`src/rtl/layer_sequencer.sv`:
```
// Runs one pass of a stochastic neuron layer: reset pulse, warm-up, then per-neuron ones counting.
// Latency: start at edge k gives result_valid at edge k+1+WARMUP+STREAM_LENGTH.
// Backpressure: result held in HOLD until result_ready; abort returns to IDLE from any state.
module layer_sequencer #(
  parameter int NEURON_COUNT  = 2,
  parameter int STREAM_LENGTH = 256,
  parameter int WARMUP        = 4,
  parameter int COUNT_WIDTH   = $clog2(STREAM_LENGTH + 1)
) (
  input  logic                                clk,
  input  logic                                n_rst,
  input  logic                                start,
  input  logic                                abort,
  input  logic [NEURON_COUNT-1:0]             layer_output,
  output logic                                layer_n_rst,
  output logic                                busy,
  output logic                                result_valid,
  input  logic                                result_ready,
  output logic [NEURON_COUNT*COUNT_WIDTH-1:0] result_count
);

  localparam int CYC_MAX = (STREAM_LENGTH > WARMUP) ? STREAM_LENGTH : WARMUP;
  localparam int CYC_W   = (CYC_MAX > 1) ? $clog2(CYC_MAX) : 1;
  localparam logic [CYC_W-1:0] WARM_LAST = CYC_W'((WARMUP > 0) ? WARMUP - 1 : 0);
  localparam logic [CYC_W-1:0] ACC_LAST  = CYC_W'(STREAM_LENGTH - 1);

  typedef enum logic [2:0] {
    S_IDLE,
    S_CLEAR,
    S_WARMUP,
    S_ACCUM,
    S_HOLD
  } state_t;

  state_t                 state, state_nxt;
  logic [CYC_W-1:0]       cycle_cnt;
  logic [COUNT_WIDTH-1:0] counts [NEURON_COUNT];

  // Outputs are registered from the next state so they stay aligned with it and glitch-free.
  always_ff @(posedge clk or negedge n_rst) begin
    if (!n_rst) begin
      state        <= S_IDLE;
      layer_n_rst  <= 1'b0;
      busy         <= 1'b0;
      result_valid <= 1'b0;
    end else begin
      state        <= state_nxt;
      layer_n_rst  <= (state_nxt == S_WARMUP) || (state_nxt == S_ACCUM);
      busy         <= (state_nxt != S_IDLE);
      result_valid <= (state_nxt == S_HOLD);
    end
  end

  always_comb begin
    state_nxt = state;
    if (abort) begin
      state_nxt = S_IDLE;
    end else begin
      case (state)
        S_IDLE:   if (start) state_nxt = S_CLEAR;
        S_CLEAR:  state_nxt = (WARMUP == 0) ? S_ACCUM : S_WARMUP;
        S_WARMUP: if (cycle_cnt == WARM_LAST) state_nxt = S_ACCUM;
        S_ACCUM:  if (cycle_cnt == ACC_LAST) state_nxt = S_HOLD;
        S_HOLD:   if (result_ready) state_nxt = S_IDLE;
        default:  state_nxt = S_IDLE;
      endcase
    end
  end

  always_ff @(posedge clk or negedge n_rst) begin
    if (!n_rst) begin
      cycle_cnt <= '0;
      for (int i = 0; i < NEURON_COUNT; i++) counts[i] <= '0;
    end else if (abort || state == S_CLEAR) begin
      cycle_cnt <= '0;
      for (int i = 0; i < NEURON_COUNT; i++) counts[i] <= '0;
    end else if (state == S_WARMUP) begin
      cycle_cnt <= (cycle_cnt == WARM_LAST) ? '0 : cycle_cnt + 1'b1;
    end else if (state == S_ACCUM) begin
      cycle_cnt <= (cycle_cnt == ACC_LAST) ? '0 : cycle_cnt + 1'b1;
      for (int i = 0; i < NEURON_COUNT; i++)
        counts[i] <= counts[i] + COUNT_WIDTH'(layer_output[i]);
    end
  end

  for (genvar g = 0; g < NEURON_COUNT; g++) begin : g_pack
    assign result_count[g*COUNT_WIDTH +: COUNT_WIDTH] = counts[g];
  end

endmodule

```
`config.mk`:
```
export PLATFORM = sky130hd
export DESIGN_NAME = layer_sequencer
export DESIGN_NICKNAME = d
export VERILOG_FILES = /design/src/rtl/layer_sequencer.sv
export SDC_FILE = /design/constraint.sdc
export NUM_CORES = 1
export LEC_CHECK = 0
export BUFFER_PORTS_ARGS = -buffer_cell sky130_fd_sc_hd__buf_2
export CAP_MARGIN = 20
export CORE_AREA = 2 2 62 64
export CTS_BUF_LIST = sky130_fd_sc_hd__clkbuf_2 sky130_fd_sc_hd__clkbuf_4 sky130_fd_sc_hd__clkbuf_8
export CTS_CLUSTER_DIAMETER = 50
export CTS_CLUSTER_SIZE = 10
export DETAILED_ROUTE_END_ITERATION = 12
export DIE_AREA = 0 0 64 66
export PLACE_DENSITY = 0.67
export SLEW_MARGIN = 15
export SYNTH_ARGS = -nofsm -noshare
export SYNTH_HDL_FRONTEND = slang
export SYNTH_SLANG_ARGS = --single-unit
```
`constraint.sdc`:
```
create_clock -name clk -period 1.76 [get_ports clk]
set_input_delay 0.528 -clock clk [delete_from_list [all_inputs] [get_ports clk]]
set_output_delay 0.528 -clock clk [all_outputs]
set_load 0.05 [all_outputs]
```
* After elaboration in Yosys (flattened, before gate mapping) *
Index checks and enable logic that the tools add are counted.

storage, ports and cells
  flip-flop bits (word level) = 32
  input bits = 7
  output and inout bits = 21
  word-level logic and storage cells = 41

operators by class
  add/subtract/negate cells = 3
  eq/ne operators = 10
  muxes and demuxes = 14
  reduce and logical (&&, ||, !) cells = 7

operators by type and width
  kind                                                                   number
  18-bit two-way mux                                                     3
  8-bit two-way mux                                                      5
  9-bit by 1-bit adder with 9-bit output                                 2
  3-bit two-way mux                                                      5
  3-bit one-hot mux with 5 select lines                                  1
  3-bit by 2-bit equality test with 1-bit output, second input constant  4
  8-bit by 1-bit adder with 8-bit output, second input constant          1
  8-bit by 2-bit equality test with 1-bit output, second input constant  1
  8-bit equality test, second input constant                             1
  3-bit equality test, second input constant                             2
  3-bit nonzero test                                                     2
  3-bit by 1-bit equality test with 1-bit output, second input constant  1
  3-bit zero test                                                        1
  1-bit logical OR                                                       2
  2-bit != test, second input constant                                   1
  2-bit AND reduction                                                    1
  2-bit nonzero test                                                     1

* Longest topological paths before layout *
  depth in word-level cells = 6
  gate-level depth with buffers = 6
  mapped depth without buffers = 6

* Worst setup path before layout *
OpenSTA, ideal clock, no wires.

  path kind = flip-flop to flip-flop
  from = register counts, in the netlist result_count[9]
  to = register counts, in the netlist result_count[17]
  library setup time = 120 ps
  arrival time = 1557 ps
  required time = 1640 ps
  setup slack = 84 ps
  stages on the path, launching flop included = 7
  buffers on the path = 0
  period minus slack after synthesis = 1676 ps
  path through = dfrtp_1 > ha_1 > ha_1 > inv_1 > nor4_2 > xnor2_1 > nor2_1

on the way
  longest elaborated chain between the ends = 4

RTL lines
  what                                    line  source
  start, declared                         37    logic [COUNT_WIDTH-1:0] counts [NEURON_COUNT];
  start signal, assigned by index         82    counts[i] <= counts[i] + COUNT_WIDTH'(layer_output[i]);
  9-bit by 1-bit adder with 9-bit output  82
  18-bit two-way mux                      79    end else if (state == S_ACCUM) begin
  18-bit two-way mux                      77    end else if (state == S_WARMUP) begin
  18-bit two-way mux                      74    end else if (abort || state == S_CLEAR) begin

Every way passes these cells. The select of a mux whose other input is x is not followed.
A chain may end at the register's enable or synchronous reset.

* Final worst setup path *
  from = register counts, in the netlist result_count[11]
  to = output result_count[11]

RTL lines
  what           line  source
  end, declared  19    output logic [NEURON_COUNT*COUNT_WIDTH-1:0] result_count

No word-level cell between the ends.

==> impl_table.tex <==
\begin{tabular}{lr}
\hline
Metric & Value \\
\hline
\multicolumn{2}{l}{\textbf{Synth}} \\
Synthesized instance count & 179 \\
Most common library cells after synthesis & dfrtp\_1 (32), nor2\_1 (22), nand2\_1 (20), nand4\_1 (9), o21ai\_0 (9) \\
Largest cells by area after synthesis & dfrtp\_1 (46\%), nor2\_1 (4.7\%), nand2\_1 (4.3\%) \\
Number of synthesized flops with an enable pin & 0 \\
Syn avg cell area & 9.723 µm² \\
Flip-flop and latch count after synthesis & 32 \\
Netlist cell types & 40 \\
Async SR Flop Fraction & 1.000 \\
Nets in the synthesized netlist & 191 \\
Most instantiated flip-flop cell in the synthesis netlist & dfrtp\_1 \\
Share of the synthesized area in the top cell type & 0.4601 \\
Mapped Area & 0.001740 mm² \\
Number of warnings printed during yosys synthesis & 0 \\
Most used standard cell by instance count after synthesis & dfrtp\_1 \\
Sequential-to-total area share from yosys stat & 0.4601 \\
Post-synth top area cell & dfrtp\_1 \\
\multicolumn{2}{l}{\textbf{Setup path}} \\
Worst reg2reg path endpoint & cycle\_cnt[3] \\
Critical Path Fanout Max & 4 \\
Category of the worst setup path launch point & flip-flop \\
Highest-delay cell along the critical path & dfrtp\_1 \\
Number of cells on the critical path & 1 \\
Critical Path End & result\_count[11] \\
Critical path, cell by cell & buf\_2 \\
Type of the worst setup path & reg -> out \\
Buffers \& Inverters on Critical Path & 1 \\
Top delay family on crit path & flip-flops \\
Required time at the endpoint of the critical path & 1.23 ns \\
Reg2Reg Setup Slack & 0.17 ns \\
Delay of the slowest cell on the worst path & 0.46 ns \\
Start point of the critical path & result\_count[11] \\
Reg2reg start & cycle\_cnt[5] \\
Worst-case reg-to-reg path depth & 4 \\
Sort of element at the end of the critical path & output port \\
Data arrival time of the worst path & 1.08 ns \\
\multicolumn{2}{l}{\textbf{Global route}} \\
Met2 track utilization from global routing & 0.3359 \\
Antenna violations before repair & 0 \\
GR Util met1 & 0.2102 \\
Busiest grt layer & met2 \\
Number of global-route vias before repair & 1358 \\
Largest net degree at the start of global routing & 33 \\
Global-route usage over all layers & 0.1854 \\
Congestion Overflow GR & 0 \\
First-pass GRT wire length & 5996 µm \\
Met3 track demand over resource in global routing & 0.05111 \\
\multicolumn{2}{l}{\textbf{Drt}} \\
Number of design rule violations left after detail routing & 0 \\
Routed WL & 3356 µm \\
Number of detailed-route iterations in the first pass & 4 \\
Number of vias per cell & 5.392 \\
Via count & 1402 \\
WL per Instance & 12.91 µm \\
Initial drt markers & 67 \\
Residual antenna-violating net count after detailed routing & 0 \\
\multicolumn{2}{l}{\textbf{Clocking}} \\
\# hold bufs at CTS & 0 \\
Clock sinks & 32 \\
CTS tree & done \\
Max clock buf depth & 2 \\
CTS H-tree depth & 2 \\
Clock transition at path regs & 0.10 ns \\
TritonCTS Buffers & 5 \\
Latest clock arrival within the worst-skew pair & 0.32 ns \\
Root buffer selected by CTS & clkbuf\_4 \\
\multicolumn{2}{l}{\textbf{Timing}} \\
Count of endpoints failing setup in the final report & 0 \\
Final hold violations & 0 \\
Post-layout min period & 1.609 ns \\
Setup repair after global routing missed its margin & false \\
Portion of the clock cycle consumed by the worst path in the final layout & 0.9144 \\
Least-Margin Pin Slew & 0.4046 ns \\
Final setup skew & 0.005466 ns \\
Max Clock Freq & 621.4 MHz \\
Aggregate negative setup slack & 0 ns \\
Post-route setup slack & 0.1507 ns \\
Slew Limit Fails & 0 \\
Headroom to the max-slew limit & 0.7303 \\
\multicolumn{2}{l}{\textbf{Placement}} \\
Dpl ws & 0.05032 ns \\
HPWL Detailed & 2462 µm \\
Port bufs & 27 \\
Final estimated routing congestion in global placement & 0.8285 \\
\multicolumn{2}{l}{\textbf{Finish}} \\
Final layout net count & 223 \\
Area delta synth->final & 14.38\% \\
Fraction of layout instances using a drive strength above 1 & 0.2453 \\
Antenna Cells & 0 \\
\multicolumn{2}{l}{\textbf{Status}} \\
Status & finished, final reports clean \\
\multicolumn{2}{l}{\textbf{Min path}} \\
Kind of path behind the tightest hold check & in -> async \\
\multicolumn{2}{l}{\textbf{Power}} \\
Power Total & 1.407 mW \\
Power density over cell area & 706.7 mW/mm² \\
Maximum ir drop on the vdd rail & 449.7 µV \\
Static power due to leakage & 0.9290 nW \\
\multicolumn{2}{l}{\textbf{Die}} \\
Top-level port count & 28 \\
Total number of placement rows & 22 \\
Area of the die & 0.004224 mm² \\
Initial core utilization & 0.4901 \\
DIE HEIGHT & 66 µm \\
Core region area & 0.003551 mm² \\
Die Width & 64 µm \\
\multicolumn{2}{l}{\textbf{Flow run}} \\
Number of maximum-capacitance violations & 0 \\
\hline
\end{tabular}
## cell usage in the layout, fill, tap and decap left out, types with 2 or more instances in the layout
master,instances
dfrtp_1,32
buf_2,27
nor2_1,22
nand2_1,20
nand4_1,9
o21ai_0,9
nor3_1,8
a21oi_1,8
xnor2_1,8
xor2_1,7
inv_1,5
ha_1,5
clkbuf_4,5
buf_4,5
nor4_1,3
or3_1,3
nand3_1,3
mux2i_1,3
nand3_2,2
or2_2,2
nor3b_1,2
o2111ai_1,2
nand4b_4,2
nor4_2,2
clkinv_2,2
## sequential cells by signal, summed over array words and instances (netlist names)
| register | flops |
|---|---|
| cycle_cnt | 8 |
| result_count | 18 |
| layer_n_rst | 1 |
| result_valid | 1 |
| busy | 1 |
| state | 3 |
## timing repair
action | in CTS | in global routing
setup buffers | 0 | 0
gates resized for setup | 0 | 1
endpoints found under the setup margin | 0 | 7
## cell families after synthesis
logic type,count (synthesis),synth area share
xor gates and xnor gates,15,0.07549
AOI/OAI and AO/OA,26,0.09490
DFF,32,0.4601
adders and majority gates,5,0.03595
and+or+nand+nor,86,0.2804
buffers and inverters,12,0.03595
muxes,3,0.01725
## metrics by stage
step	utilization	area [µm²]	instances	hold slack [ns]
2_1_floorplan	-	1740	179	0.2324
3_3_place_gp	0.5433	1929	252	0.5259
3_5_place_dp	0.5433	1929	252	0.5317
4_1_cts	0.5606	1991	260	0.2074
5_1_grt	0.5606	1991	260	0.2076
6_report	0.5606	1991	260	0.2043
## cell type report
cell class / instances / area, µm²
clock buffers: 6 / 51.30
clock inverters: 2 / 10.01
fillers: 344 / 1560
inverters: 5 / 18.77
multi-input cells: 135 / 877.1
flip-flops and latches: 32 / 800.8
well taps: 48 / 60.06
repair buffers: 32 / 172.7
## layer usage
layer | vias up | share of wire
met4 | 0 | 0.0060
met5 | - | 0
met3 | 2 | 0.049
met1 | 670 | 0.42
li1 | 696 | -
met2 | 34 | 0.52
## power by group
group | leakage, nW | internal, mW | switching [mW]
Sequential | 0.441 | 0.758 | 0.0272
Clock | 0.0380 | 0.190 | 0.249
Combinational | 0.450 | 0.0598 | 0.123
## worst min-delay path by stage
| stage | to | cells after the start | startpoint | slack [ns] |
|---|---|---|---|---|
| floorplan | busy | 0 | n_rst | 0.23 |
| global placement | cycle_cnt[1] | 2 | cycle_cnt[1] | 0.53 |
| detailed placement | cycle_cnt[1] | 2 | cycle_cnt[1] | 0.53 |
| CTS | result_count[14] | 2 | n_rst | 0.21 |
| global route | result_count[15] | 2 | n_rst | 0.21 |
| finish | result_count[11] | 2 | n_rst | 0.20 |
No activity file was read; power rests on OpenSTA's default activity.
